`src/rtl/tblink_rpc_pkt_arb.sv`:
```
`default_nettype none
// ============================================================================
// Module   : tblink_rpc_pkt_arb
// Purpose  : Packet-level round-robin arbiter. Shares one 8-bit ready/valid
//            byte stream (the endpoint tipi input) among NUM_REQ sources. Each
//            packet is a length byte L followed by L payload bytes. The grant
//            is held from the length byte through the last payload byte, so
//            packets are never interleaved.
// Ports    : uclock     - clock
//            reset_n    - asynchronous active-low reset
//            req_dat    - requester bytes, requester i at [i*8+7:i*8]
//            req_valid  - per-requester valid
//            req_ready  - per-requester ready (only the owner's can be set)
//            out_dat    - arbitrated byte stream to the endpoint
//            out_valid  - output valid
//            out_ready  - output ready from the endpoint
//            grant      - one-hot current owner, 0 when idle
//            busy       - packet in progress
// Options  : TBLINK_RPC_PKT_ARB_SRCTAG_EN - when defined, a source tag byte
//            {zeros, owner index} is inserted after the length byte.
// Revision : 1.0 - initial release
// ============================================================================
module tblink_rpc_pkt_arb #(
  parameter  int NUM_REQ = 4,
  localparam int IDX_W   = $clog2(NUM_REQ)
) (
  input  logic                 uclock,
  input  logic                 reset_n,
  input  logic [NUM_REQ*8-1:0] req_dat,
  input  logic [NUM_REQ-1:0]   req_valid,
  output logic [NUM_REQ-1:0]   req_ready,
  output logic [7:0]           out_dat,
  output logic                 out_valid,
  input  logic                 out_ready,
  output logic [NUM_REQ-1:0]   grant,
  output logic                 busy
);

  typedef enum logic [1:0] {
    IDLE = 2'd0,
    HDR  = 2'd1,
    BODY = 2'd2,
    TAG  = 2'd3
  } state_e;

  state_e               state_q, state_d;
  logic [NUM_REQ-1:0]   grant_q, grant_d;
  logic [IDX_W-1:0]     last_q,  last_d;
  logic [7:0]           remaining_q, remaining_d;

  logic [IDX_W-1:0]     w_cand;
  logic [IDX_W-1:0]     w_sel;
  logic                 w_found;
  logic [NUM_REQ-1:0]   w_sel_oh;
  logic [7:0]           w_own_dat;
  logic                 w_own_valid;
  logic                 w_fire;

  // Round-robin pick: first valid requester scanning last+1, last+2, ...
  // The previous owner is visited last, giving it lowest priority.
  always_comb begin
    w_cand  = '0;
    w_sel   = '0;
    w_found = 1'b0;
    for (int k = 1; k <= NUM_REQ; k++) begin
      w_cand = IDX_W'((int'(last_q) + k) % NUM_REQ);
      if (!w_found && req_valid[w_cand]) begin
        w_sel   = w_cand;
        w_found = 1'b1;
      end
    end
    w_sel_oh = NUM_REQ'(1) << w_sel;
  end

  // Owner data/valid mux; grant is one-hot while a packet is in flight.
  always_comb begin
    w_own_dat   = '0;
    w_own_valid = 1'b0;
    for (int i = 0; i < NUM_REQ; i++) begin
      if (grant_q[i]) begin
        w_own_dat   = req_dat[i*8 +: 8];
        w_own_valid = req_valid[i];
      end
    end
  end

  always_ff @(posedge uclock or negedge reset_n) begin
    if (!reset_n) begin
      state_q     <= IDLE;
      grant_q     <= '0;
      last_q      <= IDX_W'(NUM_REQ - 1);
      remaining_q <= '0;
    end else begin
      state_q     <= state_d;
      grant_q     <= grant_d;
      last_q      <= last_d;
      remaining_q <= remaining_d;
    end
  end

  always_comb begin
    state_d     = state_q;
    grant_d     = grant_q;
    last_d      = last_q;
    remaining_d = remaining_q;
    out_dat     = '0;
    out_valid   = 1'b0;
    req_ready   = '0;
    w_fire      = 1'b0;

    case (state_q)
      IDLE: begin
        // One-cycle arbitration bubble; no data moves here.
        if (|req_valid) begin
          grant_d = w_sel_oh;
          last_d  = w_sel;
          state_d = HDR;
        end
      end

      HDR: begin
        out_dat   = w_own_dat;
        out_valid = w_own_valid;
        req_ready = grant_q & {NUM_REQ{out_ready}};
        w_fire    = w_own_valid & out_ready;
        if (w_fire) begin
          remaining_d = w_own_dat;
`ifdef TBLINK_RPC_PKT_ARB_SRCTAG_EN
          state_d = TAG;
`else
          if (w_own_dat == 8'd0) begin
            state_d = IDLE;
            grant_d = '0;
          end else begin
            state_d = BODY;
          end
`endif
        end
      end

`ifdef TBLINK_RPC_PKT_ARB_SRCTAG_EN
      TAG: begin
        // Arbiter-generated byte: no source is consumed.
        out_dat   = {{(8-IDX_W){1'b0}}, last_q};
        out_valid = 1'b1;
        if (out_ready) begin
          if (remaining_q != 8'd0) begin
            state_d = BODY;
          end else begin
            state_d = IDLE;
            grant_d = '0;
          end
        end
      end
`endif

      BODY: begin
        out_dat   = w_own_dat;
        out_valid = w_own_valid;
        req_ready = grant_q & {NUM_REQ{out_ready}};
        w_fire    = w_own_valid & out_ready;
        if (w_fire) begin
          // Saturate at zero; a zero count in BODY is treated as packet end.
          remaining_d = (remaining_q != 8'd0) ? (remaining_q - 8'd1) : 8'd0;
          if (remaining_q <= 8'd1) begin
            state_d = IDLE;
            grant_d = '0;
          end
        end
      end

      default: begin
        state_d = IDLE;
        grant_d = '0;
      end
    endcase
  end

  assign grant = grant_q;
  assign busy  = (state_q != IDLE);

endmodule
`default_nettype wire

```
`config.mk`:
```
export PLATFORM = sky130hd
export DESIGN_NAME = tblink_rpc_pkt_arb
export DESIGN_NICKNAME = d
export VERILOG_FILES = /design/src/rtl/tblink_rpc_pkt_arb.sv
export SDC_FILE = /design/constraint.sdc
export NUM_CORES = 1
export LEC_CHECK = 0
export CAP_MARGIN = 20
export CORE_AREA = 2 2 56 53
export DETAILED_ROUTE_END_ITERATION = 10
export DIE_AREA = 0 0 58 55
export DONT_BUFFER_PORTS = 1
export PLACE_DENSITY = 0.71
export SETUP_SLACK_MARGIN = 0.4
export SLEW_MARGIN = 10
export SYNTH_ARGS = -nofsm -noshare
export SYNTH_HDL_FRONTEND = slang
export SYNTH_SLANG_ARGS = --single-unit
```
`constraint.sdc`:
```
create_clock -name uclock -period 3.1 [get_ports uclock]
set_input_delay 0.62 -clock uclock [delete_from_list [all_inputs] [get_ports uclock]]
set_output_delay 0.62 -clock uclock [all_outputs]
set_load 0.1 [all_outputs]
```
* Yosys cells after proc, flatten, opt, wreduce, memory -nomap -nowiden
Cells that the tools add are included.
** Word-level totals
- Logic and storage cells :: 83
- Register bits :: 16
- Input bits :: 39
- Output and inout port bits :: 18
** Operators by class
- Muxes and demuxes :: 42
- Shift operators :: 1
- $lt $le $gt $ge :: 5
- Equal/unequal tests :: 7
- $add $sub $neg :: 5
- Bitwise logic cells :: 2
- Reduce and logical (&&, ||, !) cells :: 17
** Operator list (count)
- $mux 8 :: 8
- $mux 4 :: 6
- $mux 2 :: 9
- $pmux 8 s2 :: 1
- $lt 2x3->1 const B :: 4
- $mux 1 :: 12
- $pmux 4 s3 :: 1
- $ne 2x2->1 const B :: 5
- $bmux 1 s2 :: 4
- $le 8x1->1 const B :: 1
- $logic_not 8->1 :: 1
- $reduce_bool 8->1 :: 1
- $sub 8x1->8 const B :: 1
- $pmux 2 s3 :: 1
- $reduce_and 5->1 :: 1
- $add 2x1->2 const B :: 2
- $add 2x2->2 const B :: 2
- $and 4x4->4 :: 1
- $reduce_and 4->1 :: 1
- $reduce_bool 2->1 :: 2
- $reduce_or 4->1 :: 1
- $shl 1x2->4 const A :: 1
- $logic_and 1x1->1 :: 3
- $logic_not 1->1 :: 3
- other kinds (7) :: 7

* Depth between registers and ports, before layout
- Depth in word-level cells :: 16
- Depth in mapped cells :: 8
- Mapped depth without buffers :: 7

* Worst setup path after synthesis
Ideal clock, no wire load.
- Path kind :: register -> output
- Start point :: register grant_q[3], in the netlist grant[3]
- End point :: output port out_dat[2]
- Stages on the path, launching flop included :: 6
- Path slack :: -1.205 ns
- Required time :: 2.480 ns
- Arrival :: 3.685 ns
- Buffers on the path :: 2
- Path through :: dfrtp_1 > buf_4 > nand2b_1 > buf_2 > o21ai_0 > nor3_1
** On the way
- Longest elaborated chain between the ends :: 2
** Ends and longest elaborated chain
- from (decl) :: RTL line 47 : logic [NUM_REQ-1:0] grant_q, grant_d;
- from (signal assigned) :: RTL line 95 : grant_q <= grant_d;
- $mux 8 :: RTL line 80 : if (grant_q[i]) begin
- $mux 8 :: RTL line 111 : case (state_q)
- to (decl) :: RTL line 32 : output logic [7:0] out_dat,
Every way passes these cells.

* Worst setup path after layout
- Start point :: register grant_q[0], in the netlist grant[0]
- End point :: output port out_dat[4]
** On the way
- Longest elaborated chain between the ends :: 5
** Ends and longest elaborated chain (RTL line)
- $mux 8 (4 in a row) :: 80
- $mux 8 :: 111
Every way passes these cells.

==> flow_summary.yaml <==
worst_setup_path:
  critPathMaxFanout: 7
  cp-start-kind: "register"
  cp.arrival_ps: 2010
  cp.required_ps: 2480
  worstSetupEndpointType: "primary output"
  critPathKind: "register to primary output"
outcome:
  status: "completed"
synth:
  synth-main-ff-cell: "dfrtp_1"
  synth_top_family_by_area: "compound AO/OA/AOI/OAI gates"
  synth_top_area_share: 0.230
  ys_ff_latch: 16
  synth_mux_area_frac: 0.0435
  async_flop_share: 1.00
  syn-cell-area_um2: 1520
  synthSimpleGateAreaFrac: 0.289
  synth_cells: 194
  synthDistinctLibCells: 47
  yosysSeqAreaShare: 0.264
  synth.top_cells.by_count: "23 x nor2_1, 23 x o21ai_0, 14 x dfrtp_1, 13 x inv_1, 11 x nand2_1"
  synth_area_leaders: "dfrtp_1 23%, o21ai_0 7.6%, nor2_1 5.7%"
  synth_fa_ha_area_frac: 0.0493
  synth_area_leader_cell: "dfrtp_1"
  synth.avg_cell_area_um2: 7.86
  syn_nets: 239
  synth_xor_area_frac: 0
  synth_edf_count: 0
  yosysWarnings: 0
  synth_compound_area_frac: 0.300
run:
  maxCapViolCount: 0
cts:
  clock_sinks: 16
  path_clk_slew_ps: 90
  cts_made_buffers: 3
  clk_latency_ps: 300
  h-tree-depth: 1
  clk_path_buf_depth: 2
  cts_tree: "done"
  root_buffer: "clkbuf_4"
timing:
  fin_tns_setup_ps: 0
  slew_viol_final: 0
  timing_hold_violations_final: 0
  setup_viol: 0
  rsz0062_at_grt: "false"
  min_period_over_period: 0.848
  max_slew_margin: 0.383
  hold_slack_ps: 156
  tightest_slew_ps: 922
  fmaxAchievable_mhz: 381
  min_period_ps: 2630
  fin_worst_skew_ps: 10.7
global_route:
  track_usage: 0.277
  antenna_found_initial: 0
  first_global_vias: 1396
  grt_overflow: 0
  grt_pass1_wl_um: 6530
  grt_max_degree: 20
power:
  combPwrFrac: 0.038
  sequentialPowerShare: 0.571
  internal_power_mw: 0.287
  clkPwrFrac: 0.391
  swShare: 0.216
  cellPowerDensity_nw_per_um2: 195
  power.switching_mw: 0.0789
  ir_drop_mv: 0.288
  total_power_mw: 0.365
  cellLeakagePower_nw: 0.794
drt:
  drt_wl_total_um: 4470
  vias: 1620
  drtIter0Drc: 144
  vias_per_cell: 6.64
  routedWlPerCell_um: 18.3
  drtAntennaViolNets: 0
  drc_errors: 0
  first_pass_iters: 4
worst_hold_path:
  hold_class: "input pin to async pin"
cells_and_area:
  area_growth_pct: 22.9
  layout.nets: 260
  diodes: 0
  layout-drive-gt1-share: 0.234
  fin_cells: 244
die:
  die_x_um: 58
  die_area_um2: 3190
  io_pins: 57
  core.rowCount: 18
  die_h_um: 55
  core_area_um2: 2610
  initial_core_util: 0.583
placed_design:
  hpwl_um: 3230
  gp_congestion: 0.936
  numPortBuffers: 0
  placed_cells: 231
## critical path: stages, from the launching register on
cell and delay (ps):
dfrtp_2 450, buf_4 340, and3b_1 230, nor4_1 50, or2_2 330, nor2_4 110
buf_8 210
## cell type report
cell class                 count  area [um2]
sequential                    16         410
multi-input combinational    158        1110
fill                         211         739
timing repair buffer          23         221
tap                           30        37.5
clock buffer                   4        36.3
inverter                      13        52.6
## logic make-up after synthesis
| kind of cell | after synthesis |
|---|---|
| AND/OR/NAND/NOR | 79 |
| AO/OA/AOI/OAI | 67 |
| buffers and inverters | 20 |
| flip-flops | 16 |
| multiplexers | 6 |
| adder cells (fa/ha/maj) | 6 |
## registers in the layout (all words and copies together), names as in the netlist
| name | cells |
|---|---|
| remaining_q | 8 |
| grant | 4 |
| last_q | 2 |
| state_q | 2 |
## what timing repair did
action                                 CTS  global route
setup endpoints to repair                8            11
endpoints found under the hold margin    7             7
pin swaps                                2             3
setup buffers                            4             3
hold buffers                             1             1
gates resized for setup                  9            14
## per-layer routing
metal	track usage	part of all wire	up-vias
li1	-	-	762
met1	0.352	0.43	767
met2	0.492	0.48	83
met3	0.0535	0.083	8
met4	0.0659	0.0081	0
met5	0	0	-
## power groups by stage
stage	Clock [mW]	Combinational, mW	Sequential, mW
floorplan	0	0.00730	0.213
global placement	0	0.00804	0.213
detailed placement	0	0.00816	0.213
CTS	0.144	0.0111	0.209
global route	0.155	0.0156	0.209
finish	0.143	0.0138	0.209
## cell usage in the layout (no fill, tap or decap), drive strengths merged, types with 3 or more instances in the layout
| master | instances |
|---|---|
| mux2 | 5 |
| and2 | 8 |
| and3 | 5 |
| o22ai | 3 |
| o221ai | 4 |
| clkbuf | 4 |
| nand2b | 8 |
| a21oi | 10 |
| inv | 12 |
| nor3 | 3 |
| dfrtp | 14 |
| nor2 | 23 |
| nand2 | 11 |
| buf | 21 |
| a22oi | 5 |
| o21ai | 23 |
| nor4 | 7 |
| and3b | 4 |
| ha | 6 |
## path summary, 6_finish.rpt
check | start | endpoint | slack, ps | depth (start not counted)
worst max-delay path | grant[0]$_DFFE_PN0P_ | out_dat[4] | 470 | 6
worst min-delay path | reset_n | last_q[0]$_DFFE_PN1P_ | 160 | 0
worst max register to register | grant[3]$_DFFE_PN0P_ | grant[0]$_DFFE_PN0P_ | 500 | 9
min in group uclock | last_q[0]$_DFFE_PN1P_ | last_q[0]$_DFFE_PN1P_ | 480 | 2
worst min register to register | last_q[0]$_DFFE_PN1P_ | last_q[0]$_DFFE_PN1P_ | 480 | 2
max in group asynchronous | reset_n | grant[3]$_DFFE_PN0P_ | 2150 | 1
## metrics by stage
| step | worst slack (ps) | area, um2 | util |
|---|---|---|---|
| 2_1_floorplan | 425 | 1580 | - |
| 3_3_place_gp | 553 | 1690 | 0.646 |
| 3_5_place_dp | 425 | 1690 | 0.646 |
| 4_1_cts | 386 | 1790 | 0.684 |
| 5_1_grt | 401 | 1870 | 0.717 |
| 6_report | 472 | 1870 | 0.717 |
Power figures use the tool's default switching activity.
